## src/rtl/light_panel_input.sv

```systemverilog
// Push-button and pattern-switch front end: synchronize, debounce, classify presses.
// Debounced outputs follow a clean raw edge by DEBOUNCE_CYC+2 cycles; no backpressure, pulses are one cycle.
module light_panel_input #(
    parameter int DEBOUNCE_CYC = 2000000,
    parameter int LONG_CYC     = 100000000
) (
    input  logic       clk,
    input  logic       rst,
    input  logic       button,
    input  logic [2:0] switch,
    output logic       btn_level,
    output logic       btn_short,
    output logic       btn_long,
    output logic [2:0] sw_value,
    output logic       sw_load,
    output logic       run
);

    localparam int DW = $clog2(DEBOUNCE_CYC + 1);
    localparam int HW = $clog2(LONG_CYC + 1);
    localparam logic [DW-1:0] DB_LAST   = DW'(DEBOUNCE_CYC);
    localparam logic [HW-1:0] HOLD_MAX  = HW'(LONG_CYC);
    localparam logic [HW-1:0] LONG_LAST = HW'(LONG_CYC - 1);

    typedef enum logic [1:0] {IDLE, HELD, LONG, REL} state_t;

    logic          btn_s1, btn_s2;
    logic [2:0]    sw_s1, sw_s2;
    logic [DW-1:0] btn_cnt, sw_cnt;
    logic          sw_upd;
    logic [HW-1:0] hold_cnt;
    state_t        state, state_nxt;

    always_ff @(posedge clk) begin
        if (rst) begin
            btn_s1 <= 1'b0;
            btn_s2 <= 1'b0;
            sw_s1  <= 3'b000;
            sw_s2  <= 3'b000;
        end else begin
            btn_s1 <= button;
            btn_s2 <= btn_s1;
            sw_s1  <= switch;
            sw_s2  <= sw_s1;
        end
    end

    always_ff @(posedge clk) begin
        if (rst) begin
            btn_cnt   <= '0;
            btn_level <= 1'b0;
        end else if (btn_s2 == btn_level) begin
            btn_cnt <= '0;
        end else if (btn_cnt == DB_LAST) begin
            btn_level <= btn_s2;
            btn_cnt   <= '0;
        end else begin
            btn_cnt <= btn_cnt + DW'(1);
        end
    end

    // The word only counts as stable when the next synchronized sample matches the current one.
    always_ff @(posedge clk) begin
        if (rst) begin
            sw_cnt   <= '0;
            sw_value <= 3'b000;
            sw_upd   <= 1'b0;
            sw_load  <= 1'b0;
        end else begin
            sw_upd  <= 1'b0;
            sw_load <= sw_upd;
            if (sw_s2 == sw_value || sw_s2 != sw_s1) begin
                sw_cnt <= '0;
            end else if (sw_cnt == DB_LAST) begin
                sw_value <= sw_s2;
                sw_cnt   <= '0;
                sw_upd   <= 1'b1;
            end else begin
                sw_cnt <= sw_cnt + DW'(1);
            end
        end
    end

    always_ff @(posedge clk) begin
        if (rst) begin
            state <= IDLE;
        end else begin
            state <= state_nxt;
        end
    end

    always_ff @(posedge clk) begin
        if (rst || state == IDLE) begin
            hold_cnt <= '0;
        end else if (btn_level && hold_cnt != HOLD_MAX) begin
            hold_cnt <= hold_cnt + HW'(1);
        end
    end

    always_comb begin
        state_nxt = state;
        btn_short = 1'b0;
        btn_long  = 1'b0;
        case (state)
            IDLE: begin
                if (btn_level) state_nxt = HELD;
            end
            HELD: begin
                if (!btn_level) begin
                    state_nxt = REL;
                end else if (hold_cnt == LONG_LAST) begin
                    state_nxt = LONG;
                    btn_long  = 1'b1;
                end
            end
            LONG: begin
                if (!btn_level) state_nxt = IDLE;
            end
            REL: begin
                btn_short = 1'b1;
                state_nxt = IDLE;
            end
            default: state_nxt = IDLE;
        endcase
    end

    always_ff @(posedge clk) begin
        if (rst || btn_long) begin
            run <= 1'b0;
        end else if (btn_short) begin
            run <= ~run;
        end
    end

endmodule

```

## config.mk

```make
export PLATFORM = sky130hd
export DESIGN_NAME = light_panel_input
export DESIGN_NICKNAME = d
export VERILOG_FILES = /design/src/rtl/light_panel_input.sv
export SDC_FILE = /design/constraint.sdc
export NUM_CORES = 1
export LEC_CHECK = 0
export BUFFER_PORTS_ARGS = -buffer_cell sky130_fd_sc_hd__buf_2
export CORE_MARGIN = 5
export CORE_UTILIZATION = 34
export DETAILED_ROUTE_END_ITERATION = 7
export PLACE_DENSITY = 0.49
export SYNTH_ARGS = -nofsm -noshare
export SYNTH_HDL_FRONTEND = slang
export SYNTH_SLANG_ARGS = --single-unit
```

## constraint.sdc

```tcl
create_clock -name clk -period 2.4 [get_ports clk]
set_input_delay 0.48 -clock clk [delete_from_list [all_inputs] [get_ports clk]]
set_output_delay 0.48 -clock clk [all_outputs]
set_load 0.05 [all_outputs]
```

# Yosys cells after proc, flatten, opt, wreduce, memory -nomap -nowiden
# Index checks and enable logic that the tools add are counted.
# classes
addsub,3
mul,0
div_mod_pow,0
order_cmp,0
n_eq_ne,13
n_shift,0
mux,10
bitwise_logic,3
reduce_logical,11
# op_table
cell,count
$add A21 B1 Y21 const B,2
$eq A21 B21 Y1 const B,2
$add A27 B1 Y27 const B,1
$eq A27 B27 Y1 const B,1
$ne A27 B27 Y1 const B,1
$mux W2,4
$pmux W2 S4,1
$reduce_or A3 Y1,2
$mux W1,5
$eq A2 B2 Y1 const B,2
$ne A2 B2 Y1 const B,2
$reduce_and A2 Y1,2
$eq A3 B3 Y1,1
$logic_or A1 B1 Y1,3
$ne A3 B3 Y1,1
$ne A3 B3 Y1 const B,1
$not A1 Y1,3
$reduce_and A3 Y1,1
$eq A2 B1 Y1 const B,1
$logic_not A2 Y1,1
$reduce_or A2 Y1,1
$eq A1 B1 Y1,1
$logic_and A1 B1 Y1,1
# word_totals
reg_bits,86
latch_bits,0
ram_bits,0
romBits,0
word_cells,53
n_memories,0

# Depth between registers and ports, before layout
# Gate-level depths: netlist (run 1).
# logic_depth
depth_word,5
ltp_mapped,7
mapped_depth_nobuf,6

# Worst setup path after synthesis (run 1)
# No wires, ideal clock.
# synth_timing
path_kind,register -> output
start,reg hold_cnt[25]
end,out btn_long
arrival_time_ps,2293
setup_slack_ps,-373
path_stages_with_launch,6
path_cell_list,dfxtp_1 -> nor4b_1 -> nand3b_1 -> nor4_1 -> nand2_1 -> nor3_1
# synth_between
elab_chain_cells,4
# synth_rtl
item,line,rtl
start: declaration,31,logic [HW-1:0] hold_cnt;
start signal: assignment,96,hold_cnt <= hold_cnt + HW'(1);
$eq A27 B27 Y1,111,end else if (hold_cnt == LONG_LAST) begin
$mux W1,111,
$mux W1,109,if (!btn_level) begin
$mux W1,104,case (state)
end: declaration,13,"output logic btn_long,"
# No other way between the ends.

# Worst setup path in the final report (run 1)
# layout_timing
start,reg hold_cnt[12]
end,out btn_long
# Same word-level chain as after synthesis.

==> results.yml, run 1 <==
die:
  die_height_um: 116
  die_area_sq_mm: 0.0135
  io_pins: 14
  start_util: 0.350
  rows: 38
  fp.dieW_um: 116
  core_sq_mm: 0.0109
clock_network:
  cts_buffers: 9
  clock-sinks: 86
  htreeDepth: 3
  cts_hold_buf: 0
  path_clk_slew_ns: 0.06
  cts_tree: "built"
  root_buffer: "clkbuf_16"
  cts_buffer_depth: 2
  insertion_delay_ns: 0.33
layout:
  n_antenna_cell: 0
  nNetsFinal: 478
  area_delta_synth_final_pct: 17.0
  final_area_sq_mm: 0.00448
  layout-drive-gt1-share: 0.140
timing:
  finalClockSkew_ns: 0.00381
  setup_viol: 0
  drv_slew: 0
  hold_ws_ns: 0.367
  hold_viol_final: 0
  fmax_mhz: 422
  rsz0062_at_grt: "true"
  timing.final.crit_share: 0.987
  tightest_slew_ns: 0.713
  min_period_ns: 2.37
  max-slew-margin-rel: 0.520
synthesis:
  synth_edf_count: 0
  syn_area_sq_mm: 0.00383
  ys_seq_elements: 86
  synth.area.top_cells: "dfxtp_1, xor2_1, nor2_1, xnor2_1, nand3_1"
  async_flop_share: 0
  synth_top_flop_cell: "dfxtp_1"
  synth_cell_types: 37
  post_synth.cell_area_avg_sq_um: 8.66
  synth_cells: 442
  synth_top_cell_area_share: 0.450
  syn_nets: 454
  synth_warnings: 0
  seq_area_frac_synth: 0.450
  synth_top_cell_by_area: "dfxtp_1"
  synth_common_cells: "dfxtp_1, nor2_1, xor2_1"
grt:
  grt_max_degree: 28
  grt_pass1_wl_mm: 13.5
  antenna_found_initial: 0
  gr-total-overflow: 0
  grtUsageTotal: 0.126
  grt_pass1_vias: 2844
pwr:
  cellLeakagePower_nw: 1.41
  power-per-cell-area_mw_per_mm2: 643
  peakVddDrop_mv: 0.292
  power.total_mw: 2.88
placed_design:
  hpwl_mm: 5.34
  placed_area_sq_mm: 0.00409
  port_buffers: 13
  place.gp.congestion: 0.779
detailed_routing:
  detail-route-antenna-nets: 0
  drc: 0
  vias: 2936
  drt-total-wl_mm: 7.56
  drt-initial-drc-count: 50
  firstDrtPassIters: 4
  viasPerCell: 4.81
  wire_per_inst_um: 12.4
worst_setup_path:
  required_ns: 1.92
  cp_data_arrival_time_ns: 1.89
  start_kind: "register"
  endpoint_kind: "primary output"
  crit_slowest_cell: "dfxtp_4"
  cp_slowest_stage_delay_ns: 0.35
  worst-r2r-setup-slack_ns: 0.35
  cp_max_fo: 4
  path_cells: "nor4b_2, nand3b_1, nor4_2, buf_4, nand2_2, nor3_2, buf_6"
  path_class: "register to primary output"
status:
  status: "completed"
run:
  max_cap_violations: 0
hold_path:
  hp-class: "primary input to register"
-- metal layers --
metal,track usage,up-vias,share of wire,wire length [um]
met2,0.194,27,0.44,3320
met3,0.0223,11,0.023,175
met4,0.0603,0,0.021,157
met5,0,-,0,0
met1,0.170,1363,0.52,3910
li1,-,1535,-,-
-- final timing paths --
check,start,endpoint,depth (start not counted)
worst max-delay path,hold_cnt[12]$_SDFFE_PP0P_,btn_long,7
worst min-delay path,switch[0],sw_s1[0]$_SDFF_PP0_,2
worst max register to register,hold_cnt[12]$_SDFFE_PP0P_,hold_cnt[1]$_SDFFE_PP0P_,7
worst min register to register,sw_upd$_SDFF_PP0_,sw_load$_SDFF_PP0_,1
-- flip-flops by register name, indices dropped and copies added (netlist names) --
signal	count
btn_s2	1
sw_cnt	21
sw_upd	1
btn_cnt	21
hold_cnt	27
btn_level	1
sw_s2	3
run	1
btn_s1	1
sw_value	3
state	2
sw_load	1
sw_s1	3
-- through the flow --
step / utilization / cells / worst slack, ns / setup TNS [ns]
floorplan: - / 442 / 0.0332 / 0
global placement: 0.374 / 591 / 0.176 / 0
detailed placement: 0.374 / 591 / 0.189 / 0
CTS: 0.405 / 608 / 0.0252 / 0
global route: 0.410 / 611 / -0.101 / -0.101
finish: 0.410 / 611 / 0.0303 / 0
-- worst max-delay path, delay by kind of cell (launching register included) --
kind                   cells  cell delay (ns)
buffers and inverters      2             0.33
DFF                        1             0.35
and+or+nand+nor            5             0.87
-- layout by cell type, fill, tap and decap left out, drive strengths merged, types with 9 or more instances in the layout --
cell	n
buf	26
clkbuf	11
dfxtp	86
inv	12
nand2	26
nand3	35
nand4	18
nor2	87
nor2b	11
nor3	9
nor4	12
xnor2	30
xor2	40
-- logic make-up after synthesis --
group	after synthesis	synth area share
flip-flops	86	0.450
XOR/XNOR	70	0.160
AO/OA/AOI/OAI	16	0.0252
buffers and inverters	25	0.0258
multiplexers	2	0.00523
AND/OR/NAND/NOR	237	0.315
adder cells (fa/ha/maj)	6	0.0196
-- what timing repair did --
item                       in CTS  in global routing
setup endpoints to repair       1                  1
resized for setup               7                 12
buffers inserted                1                  3
hold endpoints to repair        0                  0
pin swaps                       5                  6
-- layout make-up --
class	count	area, sq um
sequential	86	1730
inverter	12	45.0
timing repair buffer	26	169
multi-input combinational	331	2060
fill	1102	6450
clock buffer	11	243
tap	140	175
clock inverter	5	58.8
-- power by group --
group	switching [mW]	internal, mW	leakage [nW]
combinational	0.0294	0.0198	0.569
sequential	0.00724	1.44	0.698
clock	0.554	0.835	0.142
(Power assumes the default switching activity.)
==> inputs of run 2 (changes only) <==
--- a/config.mk
+++ b/config.mk
@@ -5,6 +5,7 @@
 export SDC_FILE = /design/constraint.sdc
 export NUM_CORES = 1
 export LEC_CHECK = 0
+export ABC_AREA = 1
 export BUFFER_PORTS_ARGS = -buffer_cell sky130_fd_sc_hd__buf_2
 export CORE_MARGIN = 5
 export CORE_UTILIZATION = 34
==> run 2 against run 1 <==
Effect of this change: total power grew 1.9%; worst hold slack lost 0.029 ns; die area grew 24%; cell count grew 57%; via count grew 53%; count of clock-buffer cells in the layout is the same; largest cell class unchanged.
==> results.yml, run 2 <==
status:
  status: "completed"
clock_network:
  path_clk_slew_ns: 0.06
  cts_tree: "built"
  htreeDepth: 3
  root_buffer: "clkbuf_16"
  cts_buffers: 9
  insertion_delay_ns: 0.34
  cts_hold_buf: 0
  clock-sinks: 86
  cts_buffer_depth: 2
layout:
  n_fill_cell: 1507
  n_antenna_cell: 0
  layout-drive-gt1-share: 0.107
  largest_reg_flops: 27
  reg.largest.list: "hold_cnt x27, btn_cnt x21, sw_cnt x21"
  area_delta_synth_final_pct: 13.4
  final_common_cell: "nand2_1"
  registers.top_by_ff_count: "hold_cnt"
  final_area_sq_mm: 0.00549
  finalNonFillerCells: 957
  nNetsFinal: 784
  fin_util: 0.394
  final_cell_mix: "nand2_1, nor2_1, inv_1"
grt:
  grt_pass1_vias: 4345
  grt_max_degree: 28
  grt_pass1_wl_mm: 20.4
  antenna_found_initial: 0
  gr-total-overflow: 0
  grtUsageTotal: 0.151
synthesis:
  synth_compound_area_frac: 0.0696
  async_flop_share: 0
  synth_top_flop_cell: "dfxtp_1"
  synthXorXnorAreaFrac: 0.0615
  synth_cells: 751
  synth_edf_count: 0
  synth_top_family_by_area: "simple AND/OR/NAND/NOR gates"
  synth_top_cell_by_area: "dfxtp_1"
  synth_cell_types: 33
  post_synth.cell_area_avg_sq_um: 6.44
  synth.area.mux_share: 0
  syn_nets: 763
  seq_area_frac_synth: 0.356
  synth.area.top_cells: "dfxtp_1, nand2_1, nor2_1, inv_1, nand3_1"
  synthAdderAreaFrac: 0.0155
  synth_most_common_cell: "nand2_1"
  synthSimpleGateAreaFrac: 0.409
  synth_top_cell_area_share: 0.356
  synth_common_cells: "nand2_1, nor2_1, inv_1"
  ys_seq_elements: 86
  synth_warnings: 0
  syn_area_sq_mm: 0.00484
worst_setup_path:
  required_ns: 1.92
  cp_data_arrival_time_ns: 1.76
  cp_num_buf_inv: 3
  worst-r2r-setup-slack_ns: 0.56
  endpoint_kind: "primary output"
  crit_slowest_cell: "dfxtp_4"
  r2r-end: "hold_cnt[14]$_SDFFE_PP0P_"
  cpMostUsedCell: "inv_2"
  reg2regPathDepth: 8
  path_cells: "ha_4, nand3_1, inv_2, nand2_4, inv_2, nand4_1, nor3_2, buf_6"
  cp.depth: 8
  path_class: "register to primary output"
  cp_slowest_stage_delay_ns: 0.38
  path_delay_family: "simple AND/OR/NAND/NOR gates"
  r2r-start: "hold_cnt[20]$_SDFFE_PP0P_"
  cp_max_fo: 6
  start_kind: "register"
timing:
  hold_ws_ns: 0.339
  hold_viol_final: 0
  timing.final.crit_share: 0.933
  tightest_slew_ns: 0.448
  finalClockSkew_ns: 0.00681
  setup_viol: 0
  rsz0062_at_grt: "false"
  max-slew-margin-rel: 0.700
  min_period_ns: 2.24
  drv_slew: 0
  tns_ns: 0
  fmax_mhz: 447
detailed_routing:
  detail-route-antenna-nets: 0
  firstDrtPassIters: 4
  drt-initial-drc-count: 270
  wire_per_inst_um: 12.2
  drc: 0
  viasPerCell: 4.70
  drt-total-wl_mm: 11.6
  vias: 4498
die:
  fp.dieW_um: 129
  io_pins: 14
  die_area_sq_mm: 0.0167
  rows: 43
  core_sq_mm: 0.0139
  start_util: 0.347
  die_height_um: 129
pwr:
  power-per-cell-area_mw_per_mm2: 535
  peakVddDrop_mv: 0.295
  cellLeakagePower_nw: 1.89
placed_design:
  place.gp.congestion: 0.856
  dp_cells: 938
  port_buffers: 13
  placed_area_sq_mm: 0.00512
  hpwl_mm: 8.71
hold_path:
  worstHoldStart: "button"
  min_to: "btn_s1$_SDFF_PP0_"
  hp-class: "primary input to register"
  holdPathStages: 3
run:
  max_cap_violations: 0
## run 2: cell types whose count changed after synthesis, sizes merged, moves of 16 or more
cell	change
a21oi	+35
inv	+78
nand2	+184
nand3	+26
nor2	+54
xnor2	-16
xor2	-20
## run 2: report_power, final
part	switching [mW]	internal (mW)	total [mW]
registers	0.00656	1.43	1.44
clock network	0.606	0.847	1.45
logic	0.0251	0.0193	0.0444
## run 2: kinds of logic (layout without fill, tap and decap cells)
logic type / after synthesis / after routing
adder cells (fa/ha/maj): 6 / 6
flip-flops: 86 / 86
AND/OR/NAND/NOR: 460 / 460
AO/OA/AOI/OAI: 59 / 59
buffers and inverters: 106 / 132
XOR/XNOR: 34 / 34
## run 2: cell type report
type / count / area (sq um) / share of cell area
repair buffers: 25 / 161 / 0.0294
clock buffers: 11 / 243 / 0.0443
clock inverters: 5 / 65.1 / 0.0119
multi-input cells: 559 / 2710 / 0.495
well taps: 180 / 225 / 0.0411
flip-flops and latches: 86 / 1740 / 0.317
inverters: 91 / 342 / 0.0623
## run 2: tightest hold or removal path, stage by stage
cell	delay, ns
buf_2	0.07
inv_1	0.03
nor2_1	0.07
## run 2: what timing repair did
| item | CTS | global route |
|---|---|---|
| endpoints found under the setup margin | 1 | 1 |
| setup buffers | 0 | 3 |
| pin swaps | 0 | 1 |
| gates resized for setup | 5 | 10 |
## run 2: worst max path at each step
| stage | start | end | slack [ns] |
|---|---|---|---|
| floorplan | hold_cnt[0]$_SDFFE_PP0P_ | btn_long | 0.16 |
| global placement | hold_cnt[0]$_SDFFE_PP0P_ | btn_long | 0.28 |
| detailed placement | hold_cnt[0]$_SDFFE_PP0P_ | btn_long | 0.26 |
| CTS | hold_cnt[0]$_SDFFE_PP0P_ | btn_long | 0.03 |
| global route | hold_cnt[0]$_SDFFE_PP0P_ | btn_long | 0.03 |
| finish | hold_cnt[0]$_SDFFE_PP0P_ | btn_long | 0.16 |
## run 2: layer usage
metal / routed length [um] / share of wire / track usage
met1: 5620 / 0.48 / 0.196
met2: 5530 / 0.48 / 0.247
met3: 384 / 0.033 / 0.0412
met4: 107 / 0.0092 / 0.0395
met5: 0 / 0 / 0
## run 2: stage by stage
step	total power, mW	setup slack (ns)
floorplan	1.50	0.158
global placement	1.52	0.279
detailed placement	1.52	0.256
CTS	3.00	0.0280
global route	3.07	0.0285
finish	2.94	0.162
==> inputs of run 3 (changes only) <==
--- a/config.mk
+++ b/config.mk
@@ -7,10 +7,11 @@
 export LEC_CHECK = 0
 export ABC_AREA = 1
 export BUFFER_PORTS_ARGS = -buffer_cell sky130_fd_sc_hd__buf_2
-export CORE_MARGIN = 5
+export CORE_MARGIN = 1
 export CORE_UTILIZATION = 34
 export DETAILED_ROUTE_END_ITERATION = 7
 export PLACE_DENSITY = 0.49
+export RECOVER_POWER = 50
 export SYNTH_ARGS = -nofsm -noshare
 export SYNTH_HDL_FRONTEND = slang
 export SYNTH_SLANG_ARGS = --single-unit
==> run 3 against run 2 <==
Effect of this change: sequential cell count did not move; worst setup slack got worse by 0.045 ns; non-clock buffer count fell by 1; die area fell by 12%; cell area fell by 0.27%; critical path depth did not move; count of clock-buffer cells in the layout fell by 2; first-iteration DRC count rose by 4.1%; total power fell by 0.66%; sequential power barely moved; utilization barely moved; largest cell class unchanged; largest power group is now registers; highest routed layer unchanged.
==> results.yml, run 3 (synthesized netlist as in run 2, its figures left out) <==
timing:
  rsz0062_at_grt: "false"
  hold_viol_final: 0
  setup_viol: 0
  finalClockSkew_ns: 0.00630
  fmax_mhz: 438
  max-slew-margin-rel: 0.588
  tightest_slew_ns: 0.621
  drv_slew: 0
  min_period_ns: 2.28
  timing.final.crit_share: 0.951
  tns_ns: 0
grt:
  grt_max_degree: 28
  antenna_found_initial: 0
  grt_pass1_vias: 4185
  grt_pass1_wl_mm: 19.9
  grtUsageTotal: 0.172
  gr-total-overflow: 0
die:
  start_util: 0.349
  io_pins: 14
  fp.dieW_um: 121
  rows: 43
  core_sq_mm: 0.0139
  die_height_um: 121
  die_area_sq_mm: 0.0147
worst_setup_path:
  cp.depth: 8
  endpoint_kind: "primary output"
  cp_num_buf_inv: 3
  cp_data_arrival_time_ns: 1.80
  path_delay_family: "simple AND/OR/NAND/NOR gates"
  path_class: "register to primary output"
  start_kind: "register"
  worst-r2r-setup-slack_ns: 0.56
  required_ns: 1.92
  reg2regPathDepth: 10
  crit_slowest_cell: "dfxtp_4"
  cpMostUsedCell: "inv_2"
  cp_max_fo: 6
  path_cells: "ha_4, nand3_1, inv_2, nand2_4, inv_2, nand4_1, nor3_2, buf_6"
  cp_slowest_stage_delay_ns: 0.39
clock_network:
  root_buffer: "clkbuf_16"
  cts_tree: "built"
  path_clk_slew_ns: 0.07
  cts_buffers: 9
  cts_hold_buf: 0
  clock-sinks: 86
  htreeDepth: 3
  cts_buffer_depth: 2
  insertion_delay_ns: 0.34
placed_design:
  hpwl_mm: 8.80
  placed_area_sq_mm: 0.00512
  place.gp.congestion: 0.874
  port_buffers: 13
status:
  status: "completed"
pwr:
  peakVddDrop_mv: 0.264
  power_switching_uw: 647
  power_frac_comb: 0.015
  sw_frac_of_total: 0.222
  power.total_mw: 2.92
  clkPwrFrac: 0.491
  p_seq_frac: 0.493
  cellLeakagePower_nw: 1.87
  power-per-cell-area_mw_per_mm2: 533
  p_int_mw: 2.27
layout:
  layout-drive-gt1-share: 0.0966
  nNetsFinal: 783
  area_delta_synth_final_pct: 13.1
  final_area_sq_mm: 0.00547
  reg.largest.list: "hold_cnt x27, btn_cnt x21, sw_cnt x21"
  final_cell_mix: "nand2_1, nor2_1, inv_1"
  n_antenna_cell: 0
  largest_reg_flops: 27
  final_common_cell: "nand2_1"
  registers.top_by_ff_count: "hold_cnt"
detailed_routing:
  wire_per_inst_um: 12.2
  firstDrtPassIters: 5
  detail-route-antenna-nets: 0
  vias: 4528
  viasPerCell: 4.74
  drt-initial-drc-count: 281
  drt-total-wl_mm: 11.7
  drc: 0
hold_path:
  hp-class: "primary input to register"
  holdPathStages: 3
run:
  max_cap_violations: 0
run 3: cell types whose count changed in the layout (fill, tap and decap cells not counted), sizes merged:
cell,change
buf,-4
inv,-1
clkinv,+3
clkbuf,+1
run 3: metrics by stage:
step | cells | util | setup slack, ns | hold slack (ns)
after floorplan | 751 | - | 0.158 | 0.388
after global placement | 938 | 0.369 | 0.297 | 0.396
after detailed placement | 938 | 0.369 | 0.239 | 0.401
after CTS | 954 | 0.392 | 0.0152 | 0.329
after global routing | 956 | 0.394 | 0.000129 | 0.332
final | 956 | 0.394 | 0.117 | 0.341
run 3: worst paths after layout:
| kind | from | end |
|---|---|---|
| hold reg to reg | btn_s1$_SDFF_PP0_ | btn_s2$_SDFF_PP0_ |
| hold / removal | switch[0] | sw_s1[0]$_SDFF_PP0_ |
| setup reg to reg | sw_cnt[0]$_SDFF_PP0_ | sw_cnt[20]$_SDFF_PP0_ |
| setup / recovery | hold_cnt[0]$_SDFFE_PP0P_ | btn_long |
run 3: cell type report:
class	instances	area, sq um
Clock buffer	9	225
Clock inverter	7	82.6
Fill cell	1494	8410
Inverter	91	342
Multi-Input combinational cell	559	2720
Sequential cell	86	1730
Tap cell	180	225
Timing Repair Buffer	24	148
run 3: timing repair:
| action | CTS | global route |
|---|---|---|
| gates resized for setup | 5 | 6 |
| pin swaps | 0 | 1 |
| setup buffers | 0 | 2 |
| endpoints found under the setup margin | 1 | 1 |
run 3: per-layer routing:
layer	vias up	part of all wire	global-route usage
met5	-	0	0
met4	0	0.013	0.0463
met3	15	0.028	0.0418
met2	54	0.48	0.288
met1	2053	0.48	0.218
li1	2406	-	-
run 3: power by group through the flow:
stage | combinational (mW) | clock [mW] | sequential, mW
2_1_floorplan | 0.0305 | 0 | 1.47
3_3_place_gp | 0.0457 | 0 | 1.47
3_5_place_dp | 0.0461 | 0 | 1.47
4_1_cts | 0.0463 | 1.48 | 1.44
5_1_grt | 0.0516 | 1.55 | 1.44
6_report | 0.0449 | 1.43 | 1.44
run 3: worst reg2reg max path, stage by stage, from the launching register on:
cell and delay [ns]:
dfxtp_1 0.36, inv_1 0.07, ha_1 0.17, nand3_1 0.08, nor3_1 0.16, nand3_1 0.17, nand3_1 0.27, buf_4 0.27
inv_1 0.08, nand2_1 0.06, inv_1 0.04
